<file path="src/rtl/vram_fetch_arbiter_if.sv">
// Host write port of the framebuffer arbiter: valid/ready handshake
// carrying one 16-bit word and its 13-bit word address.
interface vram_fetch_arbiter_if;
    logic        wr_valid;
    logic        wr_ready;
    logic [12:0] wr_addr;
    logic [15:0] wr_data;

    modport master (
        output wr_valid,
        output wr_addr,
        output wr_data,
        input  wr_ready
    );

    modport slave (
        input  wr_valid,
        input  wr_addr,
        input  wr_data,
        output wr_ready
    );
endinterface

</file>
<file path="src/rtl/vram_fetch_arbiter.sv">
// Single-port framebuffer arbiter: fixed scanout read slots, host writes drained from a FIFO.
// Define WR_VBLANK_ONLY_EN to hold host writes until vertical blanking.
module vram_fetch_arbiter #(
    parameter int WQ_DEPTH = 4,
    parameter int H_TOTAL  = 800,
    parameter int V_TOTAL  = 525
) (
    input  logic                      clk,
    input  logic                      rst,
    input  logic [9:0]                hpos,
    input  logic [9:0]                vpos,
    input  logic                      display_on,
    output logic                      mem_en,
    output logic                      mem_we,
    output logic [12:0]               mem_addr,
    output logic [15:0]               mem_wdata,
    input  logic [15:0]               mem_rdata,
    vram_fetch_arbiter_if.slave       wr,
    output logic [3:0]                pixel,
    output logic [$clog2(WQ_DEPTH):0] wq_level
);
    localparam int AW = $clog2(WQ_DEPTH);
    localparam logic [AW:0] FULL_LVL = (AW+1)'(WQ_DEPTH);

    logic [12:0] q_addr [WQ_DEPTH];
    logic [15:0] q_data [WQ_DEPTH];
    logic [AW-1:0] head;
    logic [AW-1:0] tail;
    logic [AW:0]   level;
    logic [15:0]   word_q;
    logic          rd_d;

    logic        ds;
    logic        in_line;
    logic        eol;
    logic [6:0]  w;
    logic [9:0]  next_line;
    logic [9:0]  line;
    logic [6:0]  word_idx;
    logic [12:0] rd_addr;
    logic        rd_act;
    logic        wr_slot;
    logic        full;
    logic        empty;
    logic        push;
    logic        pop;

    // Slot at hpos[3:0]==14 fetches the word shown from the next hpos[3:0]==0.
    always_comb begin
        ds        = hpos[3:0] == 4'd14;
        w         = 7'((11'(hpos) + 11'd2) >> 4);
        in_line   = (w < 7'd40) && (vpos < 10'd480);
        eol       = hpos == 10'(H_TOTAL - 2);
        next_line = (vpos == 10'(V_TOTAL - 1)) ? 10'd0 : vpos + 10'd1;
        rd_act    = ds && (in_line || (eol && next_line < 10'd480));
        line      = in_line ? vpos : next_line;
        word_idx  = in_line ? w : 7'd0;
        rd_addr   = 13'(line >> 2) * 13'd40 + 13'(word_idx);
    end

    always_comb begin
`ifdef WR_VBLANK_ONLY_EN
        wr_slot = vpos >= 10'd480;
`else
        wr_slot = 1'b1;
`endif
        full  = level == FULL_LVL;
        empty = level == '0;
        push  = wr.wr_valid && !full;
        pop   = !rst && !rd_act && !empty && wr_slot;
    end

    always_comb begin
        mem_en    = !rst && (rd_act || pop);
        mem_we    = pop;
        mem_addr  = rd_act ? rd_addr : q_addr[head];
        mem_wdata = q_data[head];
    end

    always_ff @(posedge clk) begin
        if (rst) begin
            head   <= '0;
            tail   <= '0;
            level  <= '0;
            word_q <= '0;
            rd_d   <= 1'b0;
        end else begin
            rd_d <= rd_act;
            if (rd_d) word_q <= mem_rdata;
            if (push) tail <= tail + 1'b1;
            if (pop) head <= head + 1'b1;
            unique case ({push, pop})
                2'b10:   level <= level + 1'b1;
                2'b01:   level <= level - 1'b1;
                default: level <= level;
            endcase
        end
    end

    always_ff @(posedge clk) begin
        if (push) begin
            q_addr[tail] <= wr.wr_addr;
            q_data[tail] <= wr.wr_data;
        end
    end

    // Leftmost pixel sits in bits [15:12].
    assign pixel       = display_on ? word_q[{~hpos[3:2], 2'b11} -: 4] : 4'd0;
    assign wr.wr_ready = !full;
    assign wq_level    = level;
endmodule
</file>
<file path="src/flat_wrapper.sv">
// flat-port wrapper written by rule: the top's interface ports become plain ports
module vram_fetch_arbiter_flat 
#(
    parameter int WQ_DEPTH = 4,
    parameter int H_TOTAL  = 800,
    parameter int V_TOTAL  = 525
)
  (clk, rst, hpos, vpos, display_on, mem_en, mem_we, mem_addr, mem_wdata, mem_rdata, pixel, wq_level, wr_wr_valid, wr_wr_addr, wr_wr_data, wr_wr_ready);
  vram_fetch_arbiter_if wr_i ();
  input  logic clk;
  input  logic rst;
  input  logic [9:0] hpos;
  input  logic [9:0] vpos;
  input  logic display_on;
  output logic mem_en;
  output logic mem_we;
  output logic [12:0] mem_addr;
  output logic [15:0] mem_wdata;
  input  logic [15:0] mem_rdata;
  output logic [3:0] pixel;
  output logic [$clog2(WQ_DEPTH):0] wq_level;
  input wire logic [$bits(wr_i.wr_valid)-1:0] wr_wr_valid;
  input wire logic [$bits(wr_i.wr_addr)-1:0] wr_wr_addr;
  input wire logic [$bits(wr_i.wr_data)-1:0] wr_wr_data;
  output wire logic [$bits(wr_i.wr_ready)-1:0] wr_wr_ready;
  assign wr_i.wr_valid = wr_wr_valid;
  assign wr_i.wr_addr = wr_wr_addr;
  assign wr_i.wr_data = wr_wr_data;
  assign wr_wr_ready = wr_i.wr_ready;
  vram_fetch_arbiter #(.WQ_DEPTH(WQ_DEPTH), .H_TOTAL(H_TOTAL), .V_TOTAL(V_TOTAL)) u_core (.clk(clk), .rst(rst), .hpos(hpos), .vpos(vpos), .display_on(display_on), .mem_en(mem_en), .mem_we(mem_we), .mem_addr(mem_addr), .mem_wdata(mem_wdata), .mem_rdata(mem_rdata), .wr(wr_i), .pixel(pixel), .wq_level(wq_level));
endmodule
</file>
<file path="config.mk">
export PLATFORM = sky130hd
export DESIGN_NAME = vram_fetch_arbiter_flat
export DESIGN_NICKNAME = d
export VERILOG_FILES = /design/src/rtl/vram_fetch_arbiter_if.sv /design/src/rtl/vram_fetch_arbiter.sv /design/src/flat_wrapper.sv
export SDC_FILE = /design/constraint.sdc
export NUM_CORES = 1
export LEC_CHECK = 0
export ABC_AREA = 1
export BUFFER_PORTS_ARGS = -buffer_cell sky130_fd_sc_hd__buf_2
export CAP_MARGIN = 20
export CORE_MARGIN = 10
export CORE_UTILIZATION = 55
export CTS_CLUSTER_DIAMETER = 80
export DETAILED_ROUTE_END_ITERATION = 10
export PLACE_DENSITY_LB_ADDON = 0.15
export SYNTH_ARGS = -nofsm -noshare
export SYNTH_HDL_FRONTEND = slang
export SYNTH_SLANG_ARGS = --single-unit
</file>
<file path="constraint.sdc">
create_clock -name clk -period 10 [get_ports clk]
set_clock_uncertainty 0.15 [all_clocks]
set_input_delay 2 -clock clk [delete_from_list [all_inputs] [get_ports clk]]
set_output_delay 2 -clock clk [all_outputs]
set_load 0.02 [all_outputs]
</file>
==> results.ini, run 1 <==
[clocking]
clkLatencyLatePin_ps = 410
cts_buffers = 17
post-cts-setup-buffers = 0
htreeDepth = 4
cts_resized = 0
cts_hold_buffers = 0
clockRootBuffer = clkbuf_16
path_clk_slew_ps = 60
cts.sink_count = 142
clockBufferDepth = 2
cts_tree = yes

[power]
power.leakage_nw = 3.30
power_frac_seq = 0.395
intPower_w = 0.00127
p_sw_frac = 0.318
p_clk_frac = 0.350
cellPowerDensity_mw_per_mm2 = 235
power.share.combinational = 0.256
switchingPower_w = 0.000592
ir_drop_mv = 0.199

[logic_synthesis]
synth-async-reset-ratio = 0
synthCells = 672
avgSynthCellArea_um2 = 9.92
yosysSeqAreaShare = 0.600
yosysWarningCount = 0
synth_edf_count = 116
synth_fp_nets = 765
ys_types = 33
synth_seq_cells = 142
ys.flop_type = edfxtp_1
synth_area_mm2 = 0.00667

[drt]
wl_um = 14800
drc = 0
ant_nets = 0
routedWlPerCell_um = 15.8
vias_per_cell = 5.37
vias = 5033
first_pass_iters = 5
initialDrtViolationCount = 374

[setup_path]
crit_top_cell = nand2_1
max_stage_delay_ps = 410
critPathKind = in -> out
timing.critical_path.from_type = primary input
crit_chain = buf_2 -> nand3_4 -> nor2_8 -> nand2_1 -> nand2_1 -> nand2_1 -> inv_2 -> nand2_2 -> nand2_4 -> a21oi_1 -> a21oi_1 -> ha_1 -> ha_1 -> inv_1 -> fa_1 -> xnor2_1 -> nand3_1 -> nor2_1 -> nand3_1 -> nor2_1 -> nor2_1 -> nand2_1 -> nand2_1 -> buf_2
path_buf_inv = 4
cp_data_arrival_time_ps = 5320
end_kind = output pin
crit_slowest_cell = fa_1
crit_fanout = 19
required_ps = 7850
critPathTopFamily = simple AND/OR/NAND/NOR gates

[grt]
grt_overflow = 0
grt_pass1_wl_um = 23600
use_met2 = 0.294
track_usage = 0.178
grt_util_met1 = 0.212
grt_max_degree = 60
grt_pass1_vias = 5080
antenna_found_initial = 2
use_met3 = 0.0588
grt-busiest-layer = met2

[finish]
final_common_cell = nor2_1
final_cell_mix = nor2_1 (133), edfxtp_1 (116), buf_2 (107)
regArea_mm2 = 0.00401
nets = 869
layout-drive-gt1-share = 0.208
areaGrowthSynthToFinish_pct = 19.2
multiInputGateArea_mm2 = 0.00235
n_fill_cell = 958

[timing]
slew_viol_final = 0
rsz0062_at_grt = false
finalCritPeriodShare = 0.747
hold_viol = 0
final.setup.worst_slack_ps = 2530
max_freq_ghz = 0.134
slew-limit-headroom = 0.310
min_period_ps = 7470
setup_viol = 0
whs_ps = 325
max_slew.worst_pin.slew_ps = 1030
setup-tns-final_ps = 0

[floorplan]
die_area_mm2 = 0.0169
rows = 40
core_area_mm2 = 0.0120
die_w_um = 130
ioPinCount = 108
start_util = 0.558
fp.dieH_um = 130

[min_path]
min_path_type = reg -> reg

[place]
dp_slack_ps = 2530
placement.io_buffers = 107
gp_congestion = 0.844
dp_hpwl_um = 9880

[flow_run]
maxCapViolCount = 0

[status]
status = complete, no violations

metrics by stage:
step	total power, W	instances	utilization	area [µm²]
6_report	0.00186	937	0.664	7950
4_1_cts	0.00188	936	0.664	7940
3_3_place_gp	0.00122	903	0.611	7310
2_1_floorplan	0.00106	672	-	6670
3_5_place_dp	0.00123	904	0.612	7320
5_1_grt	0.00197	937	0.664	7950
logic make-up (layout without fill, tap and decap cells):
| group | count (synthesis) | after routing | share of synthesized area |
|---|---|---|---|
| AND/OR/NAND/NOR | 255 | 255 | 0.159 |
| AO/OA/AOI/OAI | 159 | 159 | 0.129 |
| adder cells (fa/ha/maj) | 24 | 24 | 0.0484 |
| XOR/XNOR | 10 | 10 | 0.0131 |
| buffers and inverters | 81 | 198 | 0.0490 |
| flip-flops | 142 | 142 | 0.600 |
| other | 1 | 2 | 0.000562 |
path summary, 6_finish.rpt:
path	startpoint	end	slack, ps	cells after the start
worst max register to register	u_core.wq_level[0]	u_core.wq_level[2]	7730	10
worst min-delay path	u_core.head[0]	flip-flop	320	2
worst max-delay path	hpos[2]	mem_addr[12]	2530	24
worst min register to register	u_core.head[0]	flip-flop	320	2
power by group through the flow:
stage	registers (W)	clock network, W	logic [W]
final	0.000735	0.000652	0.000477
after global routing	0.000741	0.000694	0.000532
after CTS	0.000736	0.000664	0.000483
after detailed placement	0.000748	0	0.000480
after global placement	0.000748	0	0.000468
after floorplan	0.000729	0	0.000335
flip-flops by register name (all words and copies together) (netlist names), named ones only:
register	cells
u_core.head	2
u_core.rd_d	1
u_core.word_q	16
u_core.tail	2
u_core.wq_level	3
u_core.q_addr	52
u_core.q_data	64
layout make-up:
cell class,count,area share
antenna,1,0.000315
clock buffer,19,0.0545
clock inverter,13,0.0235
inverter,53,0.0250
multi-input combinational,449,0.296
sequential,142,0.504
tap,147,0.0231
timing repair buffer,113,0.0740
cell usage after synthesis, types with 2 or more instances:
| master | instances | area, µm² |
|---|---|---|
| dfxtp_1 | 26 | 521 |
| nand2_2 | 5 | 31.3 |
| o21ai_0 | 97 | 485 |
| ha_1 | 21 | 263 |
| buf_1 | 2 | 7.51 |
| o21ai_2 | 6 | 52.6 |
| clkbuf_1 | 20 | 75.1 |
| fa_1 | 3 | 60.1 |
| buf_2 | 3 | 15.0 |
| xnor2_1 | 6 | 52.6 |
| o21ai_1 | 5 | 25.0 |
| nor2_1 | 137 | 514 |
| a21oi_1 | 19 | 95.1 |
| nand3_1 | 23 | 115 |
| nand4_1 | 6 | 37.5 |
| inv_1 | 52 | 195 |
| xor2_1 | 4 | 35.0 |
| buf_6 | 2 | 22.5 |
| o22ai_1 | 29 | 181 |
| nor3_1 | 4 | 20.0 |
| nand2_1 | 75 | 282 |
| edfxtp_1 | 116 | 3480 |
worst reg2reg max path: cells and delay by family (launching register included):
family / cells / cell delay, ps
AND/OR/NAND/NOR: 2 / 410
adder cells (fa/ha/maj): 2 / 610
AO/OA/AOI/OAI: 4 / 490
buffers and inverters: 2 / 200
flip-flops: 1 / 320
routing by layer:
layer / wire [µm] / vias to the layer above
met3: 784 / 20
met1: 6420 / 2353
met4: 187 / 2
li1: - / 2536
met5: 11 / -
met2: 7360 / 122
Note: power is estimated with default switching activity, not from simulation.
==> inputs of run 2 (changes only) <==
--- a/config.mk
+++ b/config.mk
@@ -5,7 +5,7 @@
 export SDC_FILE = /design/constraint.sdc
 export NUM_CORES = 1
 export LEC_CHECK = 0
-export ABC_AREA = 1
+export ABC_AREA = 0
 export BUFFER_PORTS_ARGS = -buffer_cell sky130_fd_sc_hd__buf_2
 export CAP_MARGIN = 20
 export CORE_MARGIN = 10
==> constraint.sdc (replaced) <==
create_clock -name clk -period 7.2 [get_ports clk]
set_clock_uncertainty 0.15 [all_clocks]
set_input_delay 1.44 -clock clk [delete_from_list [all_inputs] [get_ports clk]]
set_output_delay 1.44 -clock clk [all_outputs]
set_load 0.02 [all_outputs]
==> run 2 against run 1 <==
- global-route usage shrank 1.6 points
- wire length down 13%
- first-iteration DRC count shrank 36%
- hold slack improved by 15 ps
- register-to-register slack worse by 3000 ps
- critical path type unchanged
==> results.ini, run 2 <==
[status]
status = complete, no violations

[timing]
max_freq_ghz = 0.151
rsz0062_at_grt = false
max_slew.worst_pin.slew_ps = 901  ; -134 ps
setup_viol = 0  ; unchanged
hold_viol = 0  ; unchanged
slew_viol_final = 0  ; unchanged
min_period_ps = 6640
setup-tns-final_ps = 0  ; unchanged
whs_ps = 340  ; +14.9 ps
slew-limit-headroom = 0.399  ; +0.0882
finalCritPeriodShare = 0.922

[power]
p_sw_frac = 0.277  ; -0.0411
power.share.combinational = 0.250  ; -0.006
intPower_w = 0.00192  ; +51%
ir_drop_mv = 0.311  ; +56%
p_clk_frac = 0.364  ; +0.014
power.leakage_nw = 2.90  ; -12%
switchingPower_w = 0.000732  ; +24%
cellPowerDensity_mw_per_mm2 = 340  ; +45%
power_frac_seq = 0.385  ; -0.010

[clocking]
cts_hold_buffers = 0  ; unchanged
cts_resized = 0  ; unchanged
cts.sink_count = 142  ; unchanged
path_clk_slew_ps = 60  ; about the same
clockRootBuffer = clkbuf_16
clockBufferDepth = 2  ; unchanged
clkLatencyLatePin_ps = 410  ; about the same
cts_buffers = 17  ; unchanged
cts_tree = yes
htreeDepth = 4  ; unchanged
post-cts-setup-buffers = 0  ; unchanged

[finish]
largest_reg_flops = 64  ; unchanged
top_register = u_core.q_data
layout.cells.non_filler = 690  ; -26%
final_common_cell = edfxtp_1
n_fill_cell = 805  ; -16%
reg_top3 = u_core.q_data: 64 flops, u_core.q_addr: 52 flops, u_core.word_q: 16 flops
regArea_mm2 = 0.00401  ; unchanged
areaGrowthSynthToFinish_pct = 21.4
layout-drive-gt1-share = 0.339  ; +0.131
final_cell_mix = edfxtp_1 (116), buf_2 (107), mux4_2 (33)
multiInputGateArea_mm2 = 0.00230  ; -2.1%
nets = 626  ; -28%

[setup_path]
reg2reg_to = u_core.wq_level[2]
crit_chain = buf_2 -> and4_4 -> a311o_1 -> a21oi_1 -> nor2_1 -> nand2_1 -> xnor2_1 -> ha_1 -> ha_1 -> inv_1 -> fa_1 -> nor2b_1 -> o31a_1 -> o21ai_0 -> nor3b_1 -> o2111a_1 -> o31ai_1 -> buf_2
critPathTopFamily = compound AO/OA/AOI/OAI gates
r2r_start = u_core.wq_level[0]
timing.critical_path.from_type = primary input
path_buf_inv = 3  ; -1
required_ps = 5610  ; -2240 ps
crit_slowest_cell = fa_1
critPathKind = in -> out
max_stage_delay_ps = 400  ; about the same
crit_fanout = 6  ; -13
rrSetupSlack_ps = 4780  ; -2950 ps
cp_data_arrival_time_ps = 5050  ; -270 ps
worst-r2r-cell-count = 10  ; unchanged
end_kind = output pin

[min_path]
min_path_type = reg -> reg
hold_start = u_core.word_q[9]
min_to = u_core.word_q[9]
hold_depth = 2  ; unchanged

[logic_synthesis]
avgSynthCellArea_um2 = 15.5  ; +56%
synth_edf_count = 116  ; unchanged
yosysWarningCount = 0  ; unchanged
synthCells = 415  ; -38%
yosys.area.top_type_share = 0.542  ; +0.0200
synth_area_mm2 = 0.00642  ; -3.7%
synth-async-reset-ratio = 0  ; unchanged
ys.flop_type = edfxtp_1
synth_most_common_cell = edfxtp_1
ys_types = 53  ; +61%
synth_fp_nets = 508  ; -34%
yosysSeqAreaShare = 0.623  ; +0.0230
synth_top_area_cell = edfxtp_1
ys_top_cells_by_count = edfxtp_1 (116), mux4_2 (33), nor2_1 (29), dfxtp_1 (26), ha_1 (21)
synth_area_leaders = edfxtp_1 (54%), mux4_2 (12%), dfxtp_1 (8.1%)
synth_seq_cells = 142  ; unchanged

[floorplan]
die_w_um = 128  ; -1.6%
ioPinCount = 108  ; unchanged
core_area_mm2 = 0.0114  ; -4.5%
die_area_mm2 = 0.0164  ; -3.1%
fp.dieH_um = 128  ; -1.6%
start_util = 0.562  ; +0.00493
rows = 39  ; -2.5%

[grt]
grt_max_degree = 30  ; -50%
grt-busiest-layer = met2
use_met3 = 0.0641  ; +0.00528
grt_pass1_wl_um = 20700  ; -12%
use_met2 = 0.255  ; -0.0391
grt_util_met1 = 0.198  ; -0.0132
grt_pass1_vias = 4021  ; -21%
antenna_found_initial = 2  ; unchanged
grt_overflow = 0  ; unchanged
track_usage = 0.162  ; -0.0160

[drt]
wl_um = 12900  ; -13%
routedWlPerCell_um = 18.7  ; +18%
first_pass_iters = 4  ; -1
drc = 0  ; unchanged
vias_per_cell = 5.63  ; +4.8%
vias = 3886  ; -23%
ant_nets = 0  ; unchanged
initialDrtViolationCount = 240  ; -36%

[flow_run]
maxCapViolCount = 0  ; unchanged

[place]
dpl.cell_count = 656  ; -27%
gp_congestion = 0.862  ; +2.2%
placement.io_buffers = 107  ; unchanged
dp_hpwl_um = 8670  ; -12%

[run 2: changes by cell type in the layout (fill, tap and decap cells not counted), moves of 29 or more]
cell,change
inv_1,-39
o22ai_1,-29
o21ai_0,-85
mux4_2,+33
nor2_1,-104
nand2_1,-55
[run 2: cell families (layout without fill, tap and decap cells)]
| group | after synthesis | after routing | share of synthesized area |
|---|---|---|---|
| other cells | 1 | 2 | 0.000584 |
| xor+xnor | 23 | 23 | 0.0314 |
| buf+inv | 27 | 158 | 0.0187 |
| flops | 142 | 142 | 0.623 |
| fa+ha+maj | 24 | 24 | 0.0503 |
| compound gates | 53 | 53 | 0.0555 |
| simple gates | 92 | 92 | 0.0725 |
| mux | 53 | 53 | 0.148 |
[run 2: stage by stage]
step	setup slack, ps	total power, W	util	area [µm²]
after detailed placement	564	0.00170	0.622	7100
after CTS	546	0.00267	0.680	7770
after global routing	131	0.00278	0.683	7790
final	564	0.00265	0.683	7800
after floorplan	805	0.00148	-	6420
after global placement	684	0.00168	0.622	7100
[run 2: layout make-up]
class | count | share of cell area
Sequential cell | 142 | 0.514
Multi-Input combinational cell | 246 | 0.295
Timing Repair Buffer | 113 | 0.0770
Clock buffer | 21 | 0.0578
Clock inverter | 11 | 0.0273
Tap cell | 143 | 0.0229
Inverter | 13 | 0.00626
Antenna cell | 1 | 0.000321
[run 2: power by group through the flow]
stage	Sequential (W)	Combinational, W	Clock [W]
3_3_place_gp	0.00105	0.000634	0
3_5_place_dp	0.00105	0.000643	0
4_1_cts	0.00104	0.000648	0.000983
5_1_grt	0.00103	0.000725	0.00102
6_report	0.00102	0.000663	0.000965
2_1_floorplan	0.00102	0.000462	0
[run 2: worst max-delay path by stage]
stage / slack, ps / cells past startpoint / from / to
after CTS: 550 / 18 / hpos[3] / mem_addr[12]
after detailed placement: 560 / 16 / hpos[3] / mem_addr[12]
final: 560 / 18 / hpos[3] / mem_addr[12]
after global placement: 680 / 18 / hpos[3] / mem_addr[12]
after floorplan: 800 / 15 / hpos[3] / mem_addr[12]
after global routing: 130 / 16 / hpos[3] / mem_addr[12]
[run 2: routing by layer]
layer  vias to the layer above  part of all wire
met5                         -                 0
met3                        13             0.074
met1                      1901              0.43
met4                         0             0.012
met2                       117              0.48
li1                       1855                 -
[run 2: worst reg2reg max path, cell delays in order, from the launching register on]
cell and delay [ps]:
dfxtp_1 350, inv_1 110, nand3_1 170, and2_1 240, inv_1 80, ha_1 190
inv_1 60, fa_1 370, xor2_1 160, or3_1 310, a21oi_1 150
==> inputs of run 3 (changes only) <==
--- a/config.mk
+++ b/config.mk
@@ -6,13 +6,13 @@
 export NUM_CORES = 1
 export LEC_CHECK = 0
 export ABC_AREA = 0
-export BUFFER_PORTS_ARGS = -buffer_cell sky130_fd_sc_hd__buf_2
 export CAP_MARGIN = 20
 export CORE_MARGIN = 10
 export CORE_UTILIZATION = 55
 export CTS_CLUSTER_DIAMETER = 80
 export DETAILED_ROUTE_END_ITERATION = 10
-export PLACE_DENSITY_LB_ADDON = 0.15
+export DONT_BUFFER_PORTS = 1
+export PLACE_DENSITY = 0.7
 export SYNTH_ARGS = -nofsm -noshare
 export SYNTH_HDL_FRONTEND = slang
 export SYNTH_SLANG_ARGS = --single-unit
==> run 3 against run 2 <==
- total power is 8.4% lower
- clock-buffer cell count is 4 lower
- first-iteration DRC count is 5.8% lower
- critical endpoint unchanged
- global-route usage is 0.53 points lower
- flip-flop and latch count stayed put
- setup slack better by 160 ps
- sequential power hardly changed
- largest power group unchanged
- highest routed layer unchanged
- sequential share of layout area is 4.4 points higher
==> results.ini, run 3 (synthesis gave the netlist of run 2 again) <==
[status]
status = complete, no violations

[setup_path]
end_kind = output pin
timing.critical_path.from_type = primary input
crit_fanout = 6  ; unchanged
cp_data_arrival_time_ps = 4890  ; -160 ps
rrSetupSlack_ps = 4430  ; -350 ps
critPathKind = in -> out
required_ps = 5610  ; about the same

[finish]
layout-drive-gt1-share = 0.184  ; -0.155
areaGrowthSynthToFinish_pct = 11.7
final_cell_mix = edfxtp_1 (116), mux4_2 (33), nor2_1 (29)
largest_reg_flops = 64  ; unchanged
nets = 521  ; -17%
antenna_cells = 0  ; -1
top_register = u_core.q_data
reg_top3 = u_core.q_data: 64 flops, u_core.q_addr: 52 flops, u_core.word_q: 16 flops
final_common_cell = edfxtp_1
regArea_mm2 = 0.00401  ; unchanged
multiInputGateArea_mm2 = 0.00230  ; unchanged
n_fill_cell = 815  ; +1.2%

[power]
p_total_w = 0.00243  ; -8.4%
power.leakage_nw = 2.44  ; -16%
ir_drop_mv = 0.244  ; -22%
cellPowerDensity_mw_per_mm2 = 338  ; -0.45%

[timing]
max_freq_ghz = 0.154  ; +2.5%
rsz0062_at_grt = false
min_period_ps = 6480  ; -160 ps
slew-limit-headroom = 0.397  ; -0.00191
max_slew.worst_pin.slew_ps = 904  ; +2.86 ps
finalCritPeriodShare = 0.899  ; -0.0223
setup-tns-final_ps = 0  ; unchanged
slew_viol_final = 0  ; unchanged
setup_viol = 0  ; unchanged
hold_viol = 0  ; unchanged

[place]
gp_congestion = 0.849  ; -1.6%
placement.io_buffers = 0  ; -100%
dp_hpwl_um = 8250  ; -5.0%

[floorplan]
die_area_mm2 = 0.0164  ; unchanged
ioPinCount = 108  ; unchanged
core_area_mm2 = 0.0114  ; unchanged
start_util = 0.562  ; unchanged
fp.dieH_um = 128  ; unchanged
rows = 39  ; unchanged
die_w_um = 128  ; unchanged

[drt]
vias = 3469  ; -11%
ant_nets = 0  ; unchanged
drc = 0  ; unchanged
first_pass_iters = 4  ; unchanged
initialDrtViolationCount = 226  ; -5.8%
vias_per_cell = 5.94  ; +5.5%
routedWlPerCell_um = 21.5  ; +15%
wl_um = 12500  ; -2.7%

[grt]
antenna_found_initial = 0  ; -2
grt_pass1_wl_um = 19700  ; -5.1%
track_usage = 0.157  ; -0.00532
grt_overflow = 0  ; unchanged
grt_max_degree = 30  ; unchanged
grt_pass1_vias = 3608  ; -10%

[clocking]
htreeDepth = 4  ; unchanged
clockRootBuffer = clkbuf_16
cts_hold_buffers = 0  ; unchanged
path_clk_slew_ps = 60  ; about the same
cts_tree = yes
clkLatencyLatePin_ps = 410  ; about the same
cts_buffers = 17  ; unchanged
cts_resized = 0  ; unchanged
post-cts-setup-buffers = 0  ; unchanged
clockBufferDepth = 2  ; unchanged
cts.sink_count = 142  ; unchanged

[flow_run]
maxCapViolCount = 0  ; unchanged

[min_path]
min_path_type = reg -> reg

## run 3: changes by cell type in the layout (fill, tap and decap cells not counted), sizes merged
cell / delta
buf: -105
inv: +6
bufinv: -4
clkbuf: -4
clkinv: +2
diode: -1
## run 3: metrics by stage
stage / instance area [µm²] / hold slack (ps) / worst slack, ps / cells / util
3_5_place_dp: 6590 / 334 / 690 / 552 / 0.577
2_1_floorplan: 6420 / 305 / 805 / 415 / -
6_report: 7180 / 343 / 724 / 584 / 0.629
4_1_cts: 7180 / 348 / 673 / 584 / 0.629
5_1_grt: 7180 / 359 / 364 / 584 / 0.629
3_3_place_gp: 6590 / 323 / 810 / 552 / 0.577
## run 3: layer usage
metal,GRT usage,routed length [µm],vias to the layer above
met5,0,0,-
met4,0.0510,104,0
met3,0.0840,1340,10
met2,0.255,6210,115
met1,0.173,4870,1706
li1,-,-,1638
## run 3: cell type report
cell class / count / share of cell area
clock buffers: 17 / 0.0593
clock inverters: 15 / 0.0223
inverters: 13 / 0.00680
multi-input cells: 246 / 0.320
flip-flops and latches: 142 / 0.558
well taps: 143 / 0.0249
repair buffers: 8 / 0.00837
## run 3: final timing paths
kind,from,to,cells past startpoint
min reg2reg,u_core.word_q[6],u_core.word_q[6],2
max reg2reg,u_core.wq_level[0],u_core.wq_level[2],9
max,hpos[2],mem_addr[12],17
min,u_core.word_q[6],u_core.word_q[6],2
## run 3: where the power goes
part	leakage, nW	internal [W]	switching, W
combinational	0.881	0.000214	0.000352
clock	0.278	0.000514	0.000332
sequential	1.28	0.000977	0.0000367
total	2.44	0.00171	0.000720
## run 3: worst max-delay path, cell delays in order
cell,delay [ps]
and4_4,190
a311o_1,390
a21oi_1,330
nor2_1,130
nand2_1,100
xnor2_1,80
ha_1,290
ha_1,190
inv_1,60
fa_1,400
nor2b_1,160
o31a_1,160
o21ai_0,90
a21boi_0,260
a311oi_1,90
o31ai_1,310
buf_4,200
